## src/rtl/sc_lineclear_controller.sv

```systemverilog
// Line-clear sequencer for the 8x8 background bank: scans rows bottom-up,
// commands a shift-down for each full row, and accumulates a saturating score.
module sc_lineclear_controller #(
   parameter int DATAWIDTH_BUS = 8,
   parameter int ROWADDR_WIDTH = 3,
   parameter int COUNT_WIDTH   = 4,
   parameter int SCORE_WIDTH   = 8
) (
   input  logic                     SC_LINECLEAR_CLOCK_50,
   input  logic                     SC_LINECLEAR_RESET_InLow,
   input  logic                     SC_LINECLEAR_Start_InLow,
   input  logic                     SC_LINECLEAR_ScoreClear_InLow,
   input  logic [DATAWIDTH_BUS-1:0] SC_LINECLEAR_RowData_InBUS,
   output logic [ROWADDR_WIDTH-1:0] SC_LINECLEAR_RowAddr_OutBUS,
   output logic                     SC_LINECLEAR_ShiftDown_OutLow,
   output logic [ROWADDR_WIDTH-1:0] SC_LINECLEAR_ShiftRow_OutBUS,
   output logic                     SC_LINECLEAR_Busy_OutLow,
   output logic                     SC_LINECLEAR_Done_OutLow,
   output logic [COUNT_WIDTH-1:0]   SC_LINECLEAR_LinesCleared_OutBUS,
   output logic [SCORE_WIDTH-1:0]   SC_LINECLEAR_Score_OutBUS
);

   typedef enum logic [2:0] {
      ST_IDLE,
      ST_SCAN,
      ST_SHIFT,
      ST_WAIT,
      ST_DONE
   } state_t;

   localparam logic [ROWADDR_WIDTH-1:0] ROW_BOTTOM = '1;
   localparam logic [ROWADDR_WIDTH-1:0] ROW_TOP    = '0;

   state_t                   state_q, state_d;
   logic [ROWADDR_WIDTH-1:0] row_addr_q, row_addr_d;
   logic [ROWADDR_WIDTH-1:0] shift_row_q, shift_row_d;
   logic                     shift_n_q, shift_n_d;
   logic                     busy_n_q, busy_n_d;
   logic                     done_n_q, done_n_d;
   logic [COUNT_WIDTH-1:0]   lines_q, lines_d;
   logic [SCORE_WIDTH-1:0]   score_q, score_d;
   logic [SCORE_WIDTH:0]     score_sum;

   // One extra bit catches overflow so the score clamps instead of wrapping.
   assign score_sum = {1'b0, score_q} + (SCORE_WIDTH+1)'(lines_q);

   always_comb begin
      state_d     = state_q;
      row_addr_d  = row_addr_q;
      shift_row_d = shift_row_q;
      lines_d     = lines_q;
      score_d     = score_q;

      case (state_q)
         ST_IDLE: begin
            row_addr_d = ROW_BOTTOM;
            if (!SC_LINECLEAR_Start_InLow) begin
               state_d = ST_SCAN;
               lines_d = '0;
            end
         end
         ST_SCAN: begin
            if (SC_LINECLEAR_RowData_InBUS == '1) begin
               shift_row_d = row_addr_q;
               state_d     = ST_SHIFT;
            end else if (row_addr_q == ROW_TOP) begin
               state_d = ST_DONE;
            end else begin
               row_addr_d = row_addr_q - ROWADDR_WIDTH'(1);
            end
         end
         ST_SHIFT: begin
            lines_d = lines_q + COUNT_WIDTH'(1);
            state_d = ST_WAIT;
         end
         // Row address is held so the row that dropped in gets rescanned.
         ST_WAIT: state_d = ST_SCAN;
         ST_DONE: begin
            score_d    = score_sum[SCORE_WIDTH] ? '1 : score_sum[SCORE_WIDTH-1:0];
            row_addr_d = ROW_BOTTOM;
            state_d    = ST_IDLE;
         end
         default: begin
            state_d    = ST_IDLE;
            row_addr_d = ROW_BOTTOM;
         end
      endcase

      if (!SC_LINECLEAR_ScoreClear_InLow) score_d = '0;

      // Strobes are decoded from the next state so they align with the state register.
      shift_n_d = (state_d != ST_SHIFT);
      done_n_d  = (state_d != ST_DONE);
      busy_n_d  = (state_d == ST_IDLE);
   end

   always_ff @(posedge SC_LINECLEAR_CLOCK_50 or negedge SC_LINECLEAR_RESET_InLow) begin
      if (!SC_LINECLEAR_RESET_InLow) begin
         state_q     <= ST_IDLE;
         row_addr_q  <= ROW_BOTTOM;
         shift_row_q <= '0;
         shift_n_q   <= 1'b1;
         busy_n_q    <= 1'b1;
         done_n_q    <= 1'b1;
         lines_q     <= '0;
         score_q     <= '0;
      end else begin
         state_q     <= state_d;
         row_addr_q  <= row_addr_d;
         shift_row_q <= shift_row_d;
         shift_n_q   <= shift_n_d;
         busy_n_q    <= busy_n_d;
         done_n_q    <= done_n_d;
         lines_q     <= lines_d;
         score_q     <= score_d;
      end
   end

   assign SC_LINECLEAR_RowAddr_OutBUS      = row_addr_q;
   assign SC_LINECLEAR_ShiftDown_OutLow    = shift_n_q;
   assign SC_LINECLEAR_ShiftRow_OutBUS     = shift_row_q;
   assign SC_LINECLEAR_Busy_OutLow         = busy_n_q;
   assign SC_LINECLEAR_Done_OutLow         = done_n_q;
   assign SC_LINECLEAR_LinesCleared_OutBUS = lines_q;
   assign SC_LINECLEAR_Score_OutBUS        = score_q;

endmodule

```

## config.mk

```make
export PLATFORM = sky130hd
export DESIGN_NAME = sc_lineclear_controller
export DESIGN_NICKNAME = d
export VERILOG_FILES = /design/src/rtl/sc_lineclear_controller.sv
export SDC_FILE = /design/constraint.sdc
export NUM_CORES = 1
export LEC_CHECK = 0
export CAP_MARGIN = 15
export CORE_ASPECT_RATIO = 1.1
export CORE_UTILIZATION = 30
export CTS_BUF_LIST = sky130_fd_sc_hd__clkbuf_4
export CTS_CLUSTER_DIAMETER = 80
export CTS_CLUSTER_SIZE = 28
export DETAILED_ROUTE_END_ITERATION = 8
export PLACE_DENSITY_LB_ADDON = 0.2
export SLEW_MARGIN = 0
export SYNTH_ARGS = -nofsm -noshare
export SYNTH_HDL_FRONTEND = slang
export SYNTH_SLANG_ARGS = --single-unit
```

## constraint.sdc

```tcl
create_clock -name SC_LINECLEAR_CLOCK_50 -period 1.7 [get_ports SC_LINECLEAR_CLOCK_50]
set_input_delay 0.255 -clock SC_LINECLEAR_CLOCK_50 [delete_from_list [all_inputs] [get_ports SC_LINECLEAR_CLOCK_50]]
set_output_delay 0.255 -clock SC_LINECLEAR_CLOCK_50 [all_outputs]
set_load 0.01 [all_outputs]
```

* Word level (Yosys, flattened, before mapping)
Index checks and enable logic that the tools add are counted.
Operators by class: muxes and demuxes 12, bitwise gates (word level) 1, reductions and logical operators 8, add/sub/neg operators 3, equality and inequality tests 11
Operator list (number):
- $mux W8 | 3
- $mux W3 | 5
- $pmux W3 S4 | 1
- $add A8 B4 Y9 | 1
- $logic_not A3 Y1 | 3
- $eq A8 B8 Y1 const B | 1
- $pmux W4 S2 | 1
- $eq A3 B2 Y1 const B | 2
- $ne A2 B2 Y1 const B | 3
- $pmux W3 S2 | 1
- $add A4 B1 Y4 const B | 1
- $mux W4 | 1
- $reduce_and A2 Y1 | 2
- $eq A3 B1 Y1 const B | 1
- $eq A3 B3 Y1 const B | 1
- $ne A3 B2 Y1 const B | 1
- $ne A3 B3 Y1 const B | 1
- $reduce_and A3 Y1 | 1
- $sub A3 B1 Y3 const B | 1
- $ne A2 B1 Y1 const B | 1
- $reduce_bool A2 Y1 | 1
- $reduce_or A2 Y1 | 1
- $not A1 Y1 | 1
Storage, ports and cells: bits of input ports 12, output and inout port bits 21, bits in registers 24, logic and storage cells 43

* Longest topological paths before layout
Gate-level depths: netlist (run 1).
depth in word-level cells 5, gate-level depth with buffers 6, depth with buffers taken out 6

* Worst setup path after synthesis (run 1)
OpenSTA, ideal clock, no wires.
path kind register to register, start register lines_q[0] (netlist: SC_LINECLEAR_LinesCleared_OutBUS[0]), end register score_q[0] (netlist: SC_LINECLEAR_Score_OutBUS[0]), required time 1.577 ns, library setup time 0.123 ns, buffers on the path 0, clock period less this slack 1.751 ns, stages on the path, launching flop included 7, arrival time 1.628 ns, path slack -0.051 ns, cells stage by stage dfrtp_1 > ha_1 > fa_1 > nand3_1 > a21oi_1 > nand2b_1 > o221a_1
Between the ends: word-level cells in the longest chain between the ends 4
RTL lines:
- start: declaration | RTL line 40 | logic [COUNT_WIDTH-1:0] lines_q, lines_d;
- start signal: assignment | RTL line 114 | lines_q <= lines_d;
- $add A8 B4 Y9 | RTL line 45 | assign score_sum = {1'b0, score_q} + (SCORE_WIDTH+1)'(lines_q);
- $mux W8 | RTL line 79 | score_d = score_sum[SCORE_WIDTH] ? '1 : score_sum[SCORE_WIDTH-1:0];
- $mux W8 | RTL line 54 | case (state_q)
- $mux W8 | RTL line 89 | if (!SC_LINECLEAR_ScoreClear_InLow) score_d = '0;
- end signal: assignment | RTL line 115 | score_q <= score_d;
- end: declaration | RTL line 41 | logic [SCORE_WIDTH-1:0] score_q, score_d;
Every way passes these cells. The select of a mux whose other input is x is not followed. A chain may end at the register's enable or synchronous reset.

* Final worst setup path (run 1)
start register lines_q[2] (netlist: SC_LINECLEAR_LinesCleared_OutBUS[2]), end output port SC_LINECLEAR_LinesCleared_OutBUS[2]
RTL lines:
- end: declaration | RTL line 19 | output logic [COUNT_WIDTH-1:0] SC_LINECLEAR_LinesCleared_OutBUS,
No word-level cell between the ends.

==> impl_metrics.env, run 1 <==
export IMPL_outcome="finished, final reports clean"
export IMPL_design_die_area_sq_mm=0.004717
export IMPL_final_setup_violation_count=0
export IMPL_mappedNetlistNets=146
export IMPL_crit_type="register to output pin"
export IMPL_p_leak_nw=0.8711
export IMPL_cts_tree="yes"
export IMPL_io_pin_count=33
export IMPL_floorplan_die_width_microns=65.58
export IMPL_crit_path_top_delay_cell="sky130_fd_sc_hd__clkdlybuf4s50_1"
export IMPL_regToRegSetupSlack_ns=0.07
export IMPL_worst_r2r_startpoint="SC_LINECLEAR_RowAddr_OutBUS[0]$_DFFE_PN1P_"
export IMPL_arrival_ns=1.39
export IMPL_route_top_layer_used="met4"
export IMPL_clock_tree_htree_level_count=1
export IMPL_initial_drc_count=46
export IMPL_p_int_mw=1.316
export IMPL_met3_length_microns=103
export IMPL_setup_tns_ns=0
export IMPL_postSynthRegisterBits=24
export IMPL_grt_max_degree=25
export IMPL_wire_per_inst_microns=13.45
export IMPL_final_gp_congestion=0.7255
export IMPL_routedLengthMet1_microns=1385
export IMPL_finalHoldWorstSlack_ns=0.2790
export IMPL_clkPwrFrac_pct=22.1
export IMPL_synthesis_area_per_instance_sq_um=10.59
export IMPL_floorplan_die_height_microns=71.93
export IMPL_cp_required_ns=1.44
export IMPL_share_of_cells_above_drive_strength_1_pct=29.14
export IMPL_finalWirelength_microns=3081
export IMPL_power_per_cell_area_mw_per_mm2=1005
export IMPL_worst_setup_hold_path_clk_slew_ns=0.15
export IMPL_unrepaired_setup_endpoints_after_global_routing="no"
export IMPL_timing_rr_end="state_q[0]$_DFF_PN0_"
export IMPL_critPathCaptureType="output pin"
export IMPL_hold_viol=0
export IMPL_area_growth_pct=43.53
export IMPL_core_area_sq_mm=0.004285
export IMPL_portBuffers=32
export IMPL_floorplan_initialDensity_pct=31.12
export IMPL_grt_pass1_wl_microns=4995
export IMPL_remaining_drc_errors=0
export IMPL_synthesis_yosys_warnings=0
export IMPL_path_cells="buf_4 -> clkdlybuf4s50_1"
export IMPL_ys_types=41
export IMPL_maxSlewHeadroom_pct=74.35
export IMPL_fmax_mhz=606.7
export IMPL_detailedPlacementHpwl_microns=2273
export IMPL_synthesis_area_sq_mm=0.001334
export IMPL_critical_path_max_fanout=5
export IMPL_post_synth_inst_count=126
export IMPL_fin_crit_sh_pct=96.96
export IMPL_postCtsSetupBuffers=0
export IMPL_clock_latency_ns=0.32
export IMPL_drt_first_pass_iters=4
export IMPL_finalClockSkew_ns=0.01299
export IMPL_share_comb_of_total_power_pct=37.3
export IMPL_via_per_inst=4.974
export IMPL_max_cap_viol_count=0
export IMPL_grt_antenna_before_repair=0
export IMPL_critical_path_max_stage_delay_ns=0.53
export IMPL_timing_hold_worst_class="input port to asynchronous set/reset pin"
export IMPL_max_vdd_ir_drop_mv=0.2979
export IMPL_grt_remaining_overflow=0
export IMPL_wl_met2_microns=1557
export IMPL_worst_pin_slew_ns=0.3847
export IMPL_first_global_vias=1168
export IMPL_power_share_sequential_pct=40.6
export IMPL_p_sw_uw=609.0
export IMPL_route_vias_total=1139
export IMPL_placedInstanceArea_sq_mm=0.001818
export IMPL_finalWorstPathRequiredPeriod_ns=1.648
export IMPL_final_max_slew_viol_count=0
export IMPL_fin_area_sq_mm=0.001914
export IMPL_clock_path_buffers=2
export IMPL_detail_route_antenna_nets=0
export IMPL_synth_seq_area_share_pct=45.59
export IMPL_floorplan_rows=25
export IMPL_insertedDiodeCount=0
export IMPL_grt_usage_pct=13.52
export IMPL_timing_critical_path_from_type="register"
export IMPL_reg2regPathDepth=6
export IMPL_clock_tree_root_cell="sky130_fd_sc_hd__clkbuf_4"
export IMPL_final_nets=196
export IMPL_cts_inserted_buffers=3
export IMPL_netSwitchingFraction_pct=31.64
export IMPL_cts_sinks=24
[final cells by class]
class | count | area, sq um
sequential | 24 | 609.3
multi-input combinational | 90 | 711.9
fill | 402 | 2371
tap | 54 | 67.56
inverter | 8 | 30.03
clock buffer | 3 | 22.52
clock inverter | 1 | 30.03
timing repair buffer | 49 | 442.9
[kinds of logic (layout without fill, tap and decap cells)]
group                    after synthesis  after routing  share of synthesized area (%)
XOR/XNOR                               2              2                          1.314
AO/OA/AOI/OAI                         30             30                          15.76
multiplexers                           5              5                          4.972
buffers and inverters                 12             61                          4.878
flip-flops                            24             24                          45.59
AND/OR/NAND/NOR                       45             45                          19.42
adder cells (fa/ha/maj)                8              8                          8.067
[layout by cell type, fill, tap and decap left out, types with 2 or more instances in the layout]
cell                              instances
sky130_fd_sc_hd__a31oi_1                  2
sky130_fd_sc_hd__dfstp_2                  6
sky130_fd_sc_hd__ha_2                     2
sky130_fd_sc_hd__dlygate4sd2_1            4
sky130_fd_sc_hd__nor4_1                   2
sky130_fd_sc_hd__nor2_1                   8
sky130_fd_sc_hd__a21oi_1                  5
sky130_fd_sc_hd__nand2b_4                 2
sky130_fd_sc_hd__nor2b_1                  2
sky130_fd_sc_hd__xnor2_1                  2
sky130_fd_sc_hd__nand4_1                  3
sky130_fd_sc_hd__mux2_4                   3
sky130_fd_sc_hd__ha_1                     5
sky130_fd_sc_hd__dfrtp_1                 17
sky130_fd_sc_hd__inv_1                    8
sky130_fd_sc_hd__clkdlybuf4s50_1         28
sky130_fd_sc_hd__o21ai_0                  2
sky130_fd_sc_hd__o21ai_1                  5
sky130_fd_sc_hd__nand3_1                  3
sky130_fd_sc_hd__nand2b_1                 3
sky130_fd_sc_hd__nor3_1                   3
sky130_fd_sc_hd__a211oi_1                 3
sky130_fd_sc_hd__buf_4                   17
sky130_fd_sc_hd__a21oi_2                  3
sky130_fd_sc_hd__o221a_1                  2
sky130_fd_sc_hd__nand2_1                  8
sky130_fd_sc_hd__clkbuf_4                 3
sky130_fd_sc_hd__a211oi_2                 2
[flip-flops by register name, summed over array words and instances (netlist names)]
register and cells:
SC_LINECLEAR_LinesCleared_OutBUS 4, SC_LINECLEAR_Busy_OutLow 1, SC_LINECLEAR_ShiftDown_OutLow 1, SC_LINECLEAR_ShiftRow_OutBUS 3, SC_LINECLEAR_RowAddr_OutBUS 3, state_q 3, SC_LINECLEAR_Score_OutBUS 8, SC_LINECLEAR_Done_OutLow 1
[how the worst max path moves through the flow]
stage                                                         start                                           to  cells after the start
detailed placement  SC_LINECLEAR_LinesCleared_OutBUS[0]$_DFFE_PN0P_     SC_LINECLEAR_Score_OutBUS[4]$_DFFE_PN0P_                      6
finish              SC_LINECLEAR_LinesCleared_OutBUS[2]$_DFFE_PN0P_          SC_LINECLEAR_LinesCleared_OutBUS[2]                      2
CTS                 SC_LINECLEAR_LinesCleared_OutBUS[3]$_DFFE_PN0P_     SC_LINECLEAR_Score_OutBUS[0]$_DFFE_PN0P_                      5
floorplan           SC_LINECLEAR_LinesCleared_OutBUS[0]$_DFFE_PN0P_     SC_LINECLEAR_Score_OutBUS[0]$_DFFE_PN0P_                      6
global route        SC_LINECLEAR_LinesCleared_OutBUS[3]$_DFFE_PN0P_          SC_LINECLEAR_LinesCleared_OutBUS[3]                      2
global placement                      SC_LINECLEAR_RowData_InBUS[6]  SC_LINECLEAR_ShiftRow_OutBUS[2]$_DFFE_PN0P_                      5
[per-layer routing]
metal / global-route usage [%] / up-vias
met5: 0 / -
met4: 4.106 / 0
met3: 2.044 / 4
met2: 24.17 / 33
met1: 16.60 / 549
li1: - / 553
[through the flow]
step / utilization, % / instances / total power, mW / setup slack, ns
after floorplan: - / 126 / 1.194 / 0.003239
after global placement: 42.42 / 225 / 1.501 / 0.01771
after detailed placement: 42.42 / 225 / 1.517 / -0.01512
after CTS: 43.94 / 229 / 1.925 / 0.02993
after global routing: 44.67 / 229 / 2.045 / 0.002327
final: 44.67 / 229 / 1.925 / 0.05168
[critical path, delay by kind of cell (launching register included)]
kind,cells,cell delay [ns]
DFF,1,0.40
buffers and inverters,2,0.68
[timing repair]
| item | CTS | global route |
|---|---|---|
| hold buffers | 0 | 0 |
| endpoints found under the setup margin | 9 | 9 |
| cloned | 0 | 0 |
| gates resized for setup | 8 | 7 |
[power groups by stage]
stage	sequential, mW	combinational (mW)	clock, mW
after CTS	0.782	0.709	0.433
after global routing	0.797	0.797	0.451
after floorplan	0.819	0.376	0
after detailed placement	0.793	0.724	0
final	0.781	0.719	0.425
after global placement	0.790	0.712	0
[cells in the mapped netlist]
master | instances | area (sq um)
sky130_fd_sc_hd__o21ai_0 | 2 | 10.01
sky130_fd_sc_hd__fa_1 | 1 | 20.02
sky130_fd_sc_hd__nor2_2 | 1 | 6.260
sky130_fd_sc_hd__mux2_4 | 3 | 45.04
sky130_fd_sc_hd__xnor2_1 | 2 | 17.52
sky130_fd_sc_hd__a21o_1 | 1 | 7.510
sky130_fd_sc_hd__nand2_1 | 9 | 33.78
sky130_fd_sc_hd__and3_1 | 1 | 6.260
sky130_fd_sc_hd__nand2b_1 | 4 | 25.02
sky130_fd_sc_hd__o21bai_2 | 1 | 11.26
sky130_fd_sc_hd__nor2_1 | 8 | 30.03
sky130_fd_sc_hd__nand2b_4 | 1 | 13.76
sky130_fd_sc_hd__mux2i_1 | 1 | 10.01
sky130_fd_sc_hd__and4b_1 | 1 | 10.01
sky130_fd_sc_hd__nor2b_1 | 2 | 12.51
sky130_fd_sc_hd__a211oi_2 | 2 | 25.02
sky130_fd_sc_hd__mux2_2 | 1 | 11.26
sky130_fd_sc_hd__buf_4 | 1 | 7.510
sky130_fd_sc_hd__or2_1 | 1 | 6.260
sky130_fd_sc_hd__a32o_1 | 1 | 10.01
sky130_fd_sc_hd__and3_4 | 1 | 11.26
sky130_fd_sc_hd__a211oi_1 | 3 | 22.52
sky130_fd_sc_hd__nand3_1 | 4 | 20.02
sky130_fd_sc_hd__dfstp_2 | 6 | 157.7
sky130_fd_sc_hd__a21oi_1 | 8 | 40.04
sky130_fd_sc_hd__nor3_1 | 3 | 15.01
sky130_fd_sc_hd__o221a_1 | 2 | 22.52
sky130_fd_sc_hd__o21bai_1 | 2 | 15.01
sky130_fd_sc_hd__buf_6 | 2 | 22.52
sky130_fd_sc_hd__a31oi_1 | 2 | 12.51
sky130_fd_sc_hd__o32ai_1 | 1 | 8.760
sky130_fd_sc_hd__o21ai_1 | 5 | 25.02
sky130_fd_sc_hd__nand4_1 | 3 | 18.77
sky130_fd_sc_hd__inv_1 | 8 | 30.03
sky130_fd_sc_hd__dfrtp_1 | 18 | 450.4
sky130_fd_sc_hd__buf_2 | 1 | 5.000
sky130_fd_sc_hd__nor3_2 | 1 | 10.01
sky130_fd_sc_hd__nor3b_2 | 1 | 12.51
sky130_fd_sc_hd__ha_1 | 7 | 87.58
sky130_fd_sc_hd__nor4_1 | 3 | 18.77
sky130_fd_sc_hd__and4_1 | 1 | 8.760
(Power assumes the default switching activity.)
==> inputs of run 2 (changes only) <==
SLEW_MARGIN = 5   (was 0)
==> results of run 2 <==
Same layout as run 1: the final DEF is identical, and so are final timing and power.
==> inputs of run 3 (changes only) <==
CORE_UTILIZATION = 25   (was 30)
==> run 3 against run 2 <==
Final area up 0.85%. Power fell by 6.3%. Clock-buffer cell count did not move. Clock skew down 0.011 ns. Sequential power down 2%. Global-route usage down 2.0 points. Die area grew 19%. Core utilization is 6.6 points lower. Maximum frequency increased by 1.0%. Clock power shrank 38%. Combinational power up 7.4%. Critical path type unchanged. Critical endpoint is now SC_LINECLEAR_Done_OutLow.
==> impl_metrics.env, run 3 (synthesis gave the netlist of run 1 again) <==
export IMPL_outcome="finished, final reports clean"
export IMPL_most_common_layout_cells="26 x sky130_fd_sc_hd__clkdlybuf4s50_1, 21 x sky130_fd_sc_hd__buf_4, 16 x sky130_fd_sc_hd__dfrtp_1"
export IMPL_grt_pass1_wl_microns=5195
export IMPL_finalClockSkew_ns=0.001534
export IMPL_power_per_cell_area_mw_per_mm2=934.0
export IMPL_timing_critical_path_buf_inv=1
export IMPL_layout_commonest_cell="sky130_fd_sc_hd__clkdlybuf4s50_1"
export IMPL_portBuffers=32
export IMPL_clkPwrFrac_pct=14.6
export IMPL_timing_critical_path_from_type="register"
export IMPL_share_of_cells_above_drive_strength_1_pct=30.17
export IMPL_p_leak_nw=0.9172
export IMPL_insertedDiodeCount=0
export IMPL_final_gp_congestion=0.8329
export IMPL_clock_path_buffers=2
export IMPL_io_pin_count=33
export IMPL_finalWirelength_microns=3107
export IMPL_grt_antenna_before_repair=0
export IMPL_clock_latency_ns=0.32
export IMPL_top_delay_family_on_crit_path="flip-flops"
export IMPL_maxSlewHeadroom_pct=78.61
export IMPL_detailedPlacementHpwl_microns=2302
export IMPL_worst_r2r_startpoint="SC_LINECLEAR_RowAddr_OutBUS[0]$_DFFE_PN1P_"
export IMPL_finalWorstPathRequiredPeriod_ns=1.631
export IMPL_initial_drc_count=19
export IMPL_multi_input_area_sq_um=713.2
export IMPL_wl_met2_microns=1506
export IMPL_detail_route_antenna_nets=0
export IMPL_share_comb_of_total_power_pct=42.8
export IMPL_remaining_drc_errors=0
export IMPL_power_share_sequential_pct=42.6
export IMPL_largest_register_ff_count=8
export IMPL_crit_type="register to output pin"
export IMPL_final_setup_violation_count=0
export IMPL_design_die_area_sq_mm=0.005631
export IMPL_cts_tree="yes"
export IMPL_floorplan_initialDensity_pct=26.32
export IMPL_grt_usage_pct=11.56
export IMPL_timing_critical_path_from="SC_LINECLEAR_Done_OutLow$_DFF_PN1_"
export IMPL_drt_first_pass_iters=4
export IMPL_cts_inserted_buffers=3
export IMPL_floorplan_rows=27
export IMPL_cp_required_ns=1.44
export IMPL_via_per_inst=4.886
export IMPL_max_vdd_ir_drop_mv=0.3365
export IMPL_route_top_layer_used="met4"
export IMPL_hold_viol=0
export IMPL_worst_pin_slew_ns=0.3209
export IMPL_critPathCaptureType="output pin"
export IMPL_crit_path_top_delay_cell="sky130_fd_sc_hd__dfstp_2"
export IMPL_critical_path_max_stage_delay_ns=0.54
export IMPL_seq_area_sq_um=610.6
export IMPL_worst_setup_hold_path_clk_slew_ns=0.13
export IMPL_met3_length_microns=105
export IMPL_setup_tns_ns=0
export IMPL_cts_sinks=24
export IMPL_netSwitchingFraction_pct=34.10
export IMPL_floorplan_die_width_microns=71.64
export IMPL_unrepaired_setup_endpoints_after_global_routing="no"
export IMPL_clock_tree_htree_level_count=1
export IMPL_clock_tree_root_cell="sky130_fd_sc_hd__clkbuf_4"
export IMPL_p_sw_uw=614.9
export IMPL_grt_remaining_overflow=0
export IMPL_final_max_slew_viol_count=0
export IMPL_first_global_vias=1132
export IMPL_final_nets=200
export IMPL_arrival_ns=1.38
export IMPL_critical_path_max_fanout=1
export IMPL_placedInstanceArea_sq_mm=0.001831
export IMPL_max_cap_viol_count=0
export IMPL_core_area_sq_mm=0.005067
export IMPL_fin_crit_sh_pct=95.96
export IMPL_utilization_pct=38.10
export IMPL_floorplan_die_height_microns=78.61
export IMPL_grt_max_degree=25
export IMPL_timing_hold_worst_class="input port to asynchronous set/reset pin"
export IMPL_area_growth_pct=44.75
export IMPL_fin_area_sq_mm=0.001931
export IMPL_path_cells="clkdlybuf4s50_1"
export IMPL_fmax_mhz=613.0
export IMPL_wire_per_inst_microns=13.11
export IMPL_p_int_mw=1.188
export IMPL_filler_cell_count=510
export IMPL_route_vias_total=1158
export IMPL_routedLengthMet1_microns=1458
run 3: metrics by stage:
stage / setup WS (ns) / hold WS (ns) / power (mW) / std cells
6_report: 0.06875 / 0.2883 / 1.803 / 237
5_1_grt: 0.006723 / 0.2944 / 1.949 / 237
4_1_cts: 0.005550 / 0.2835 / 1.794 / 234
3_5_place_dp: -0.003028 / 0.4950 / 1.535 / 230
3_3_place_gp: 0.01971 / 0.4969 / 1.520 / 230
2_1_floorplan: 0.003239 / -0.04059 / 1.194 / 126
run 3: worst paths after layout:
kind	endpoint	slack [ns]	depth (start not counted)
min reg2reg	SC_LINECLEAR_ShiftRow_OutBUS[2]$_DFFE_PN0P_	0.53	1
max in group asynchronous	SC_LINECLEAR_RowAddr_OutBUS[0]$_DFFE_PN1P_	1.12	2
max reg2reg	state_q[0]$_DFF_PN0_	0.07	6
max	SC_LINECLEAR_Done_OutLow	0.07	1
min	SC_LINECLEAR_ShiftRow_OutBUS[1]$_DFFE_PN0P_	0.29	2
min in group SC_LINECLEAR_CLOCK_50	SC_LINECLEAR_ShiftRow_OutBUS[2]$_DFFE_PN0P_	0.53	1
run 3: cell type report:
type / count / share of cell area, %
multi-input combinational: 90 / 36.94
clock inverter: 1 / 0.1944
timing repair buffer: 53 / 24.76
clock buffer: 3 / 1.167
sequential: 24 / 31.63
tap: 58 / 3.759
inverter: 8 / 1.555
run 3: power groups by stage:
stage	sequential [mW]	clock (mW)	combinational (mW)
3_3_place_gp	0.774	0	0.746
6_report	0.768	0.263	0.772
2_1_floorplan	0.819	0	0.376
5_1_grt	0.782	0.302	0.865
4_1_cts	0.768	0.285	0.740
3_5_place_dp	0.780	0	0.754
run 3: repair_timing:
item                       CTS  global route
hold buffers                 0             0
buffers inserted             0             3
setup endpoints to repair    6            14
resized for setup            5            14
pin swaps                    0             2
run 3: routing by layer:
layer	track usage, %	vias to the layer above
met3	2.953	4
li1	-	562
met5	0	-
met2	20.57	28
met4	2.353	0
met1	13.94	564
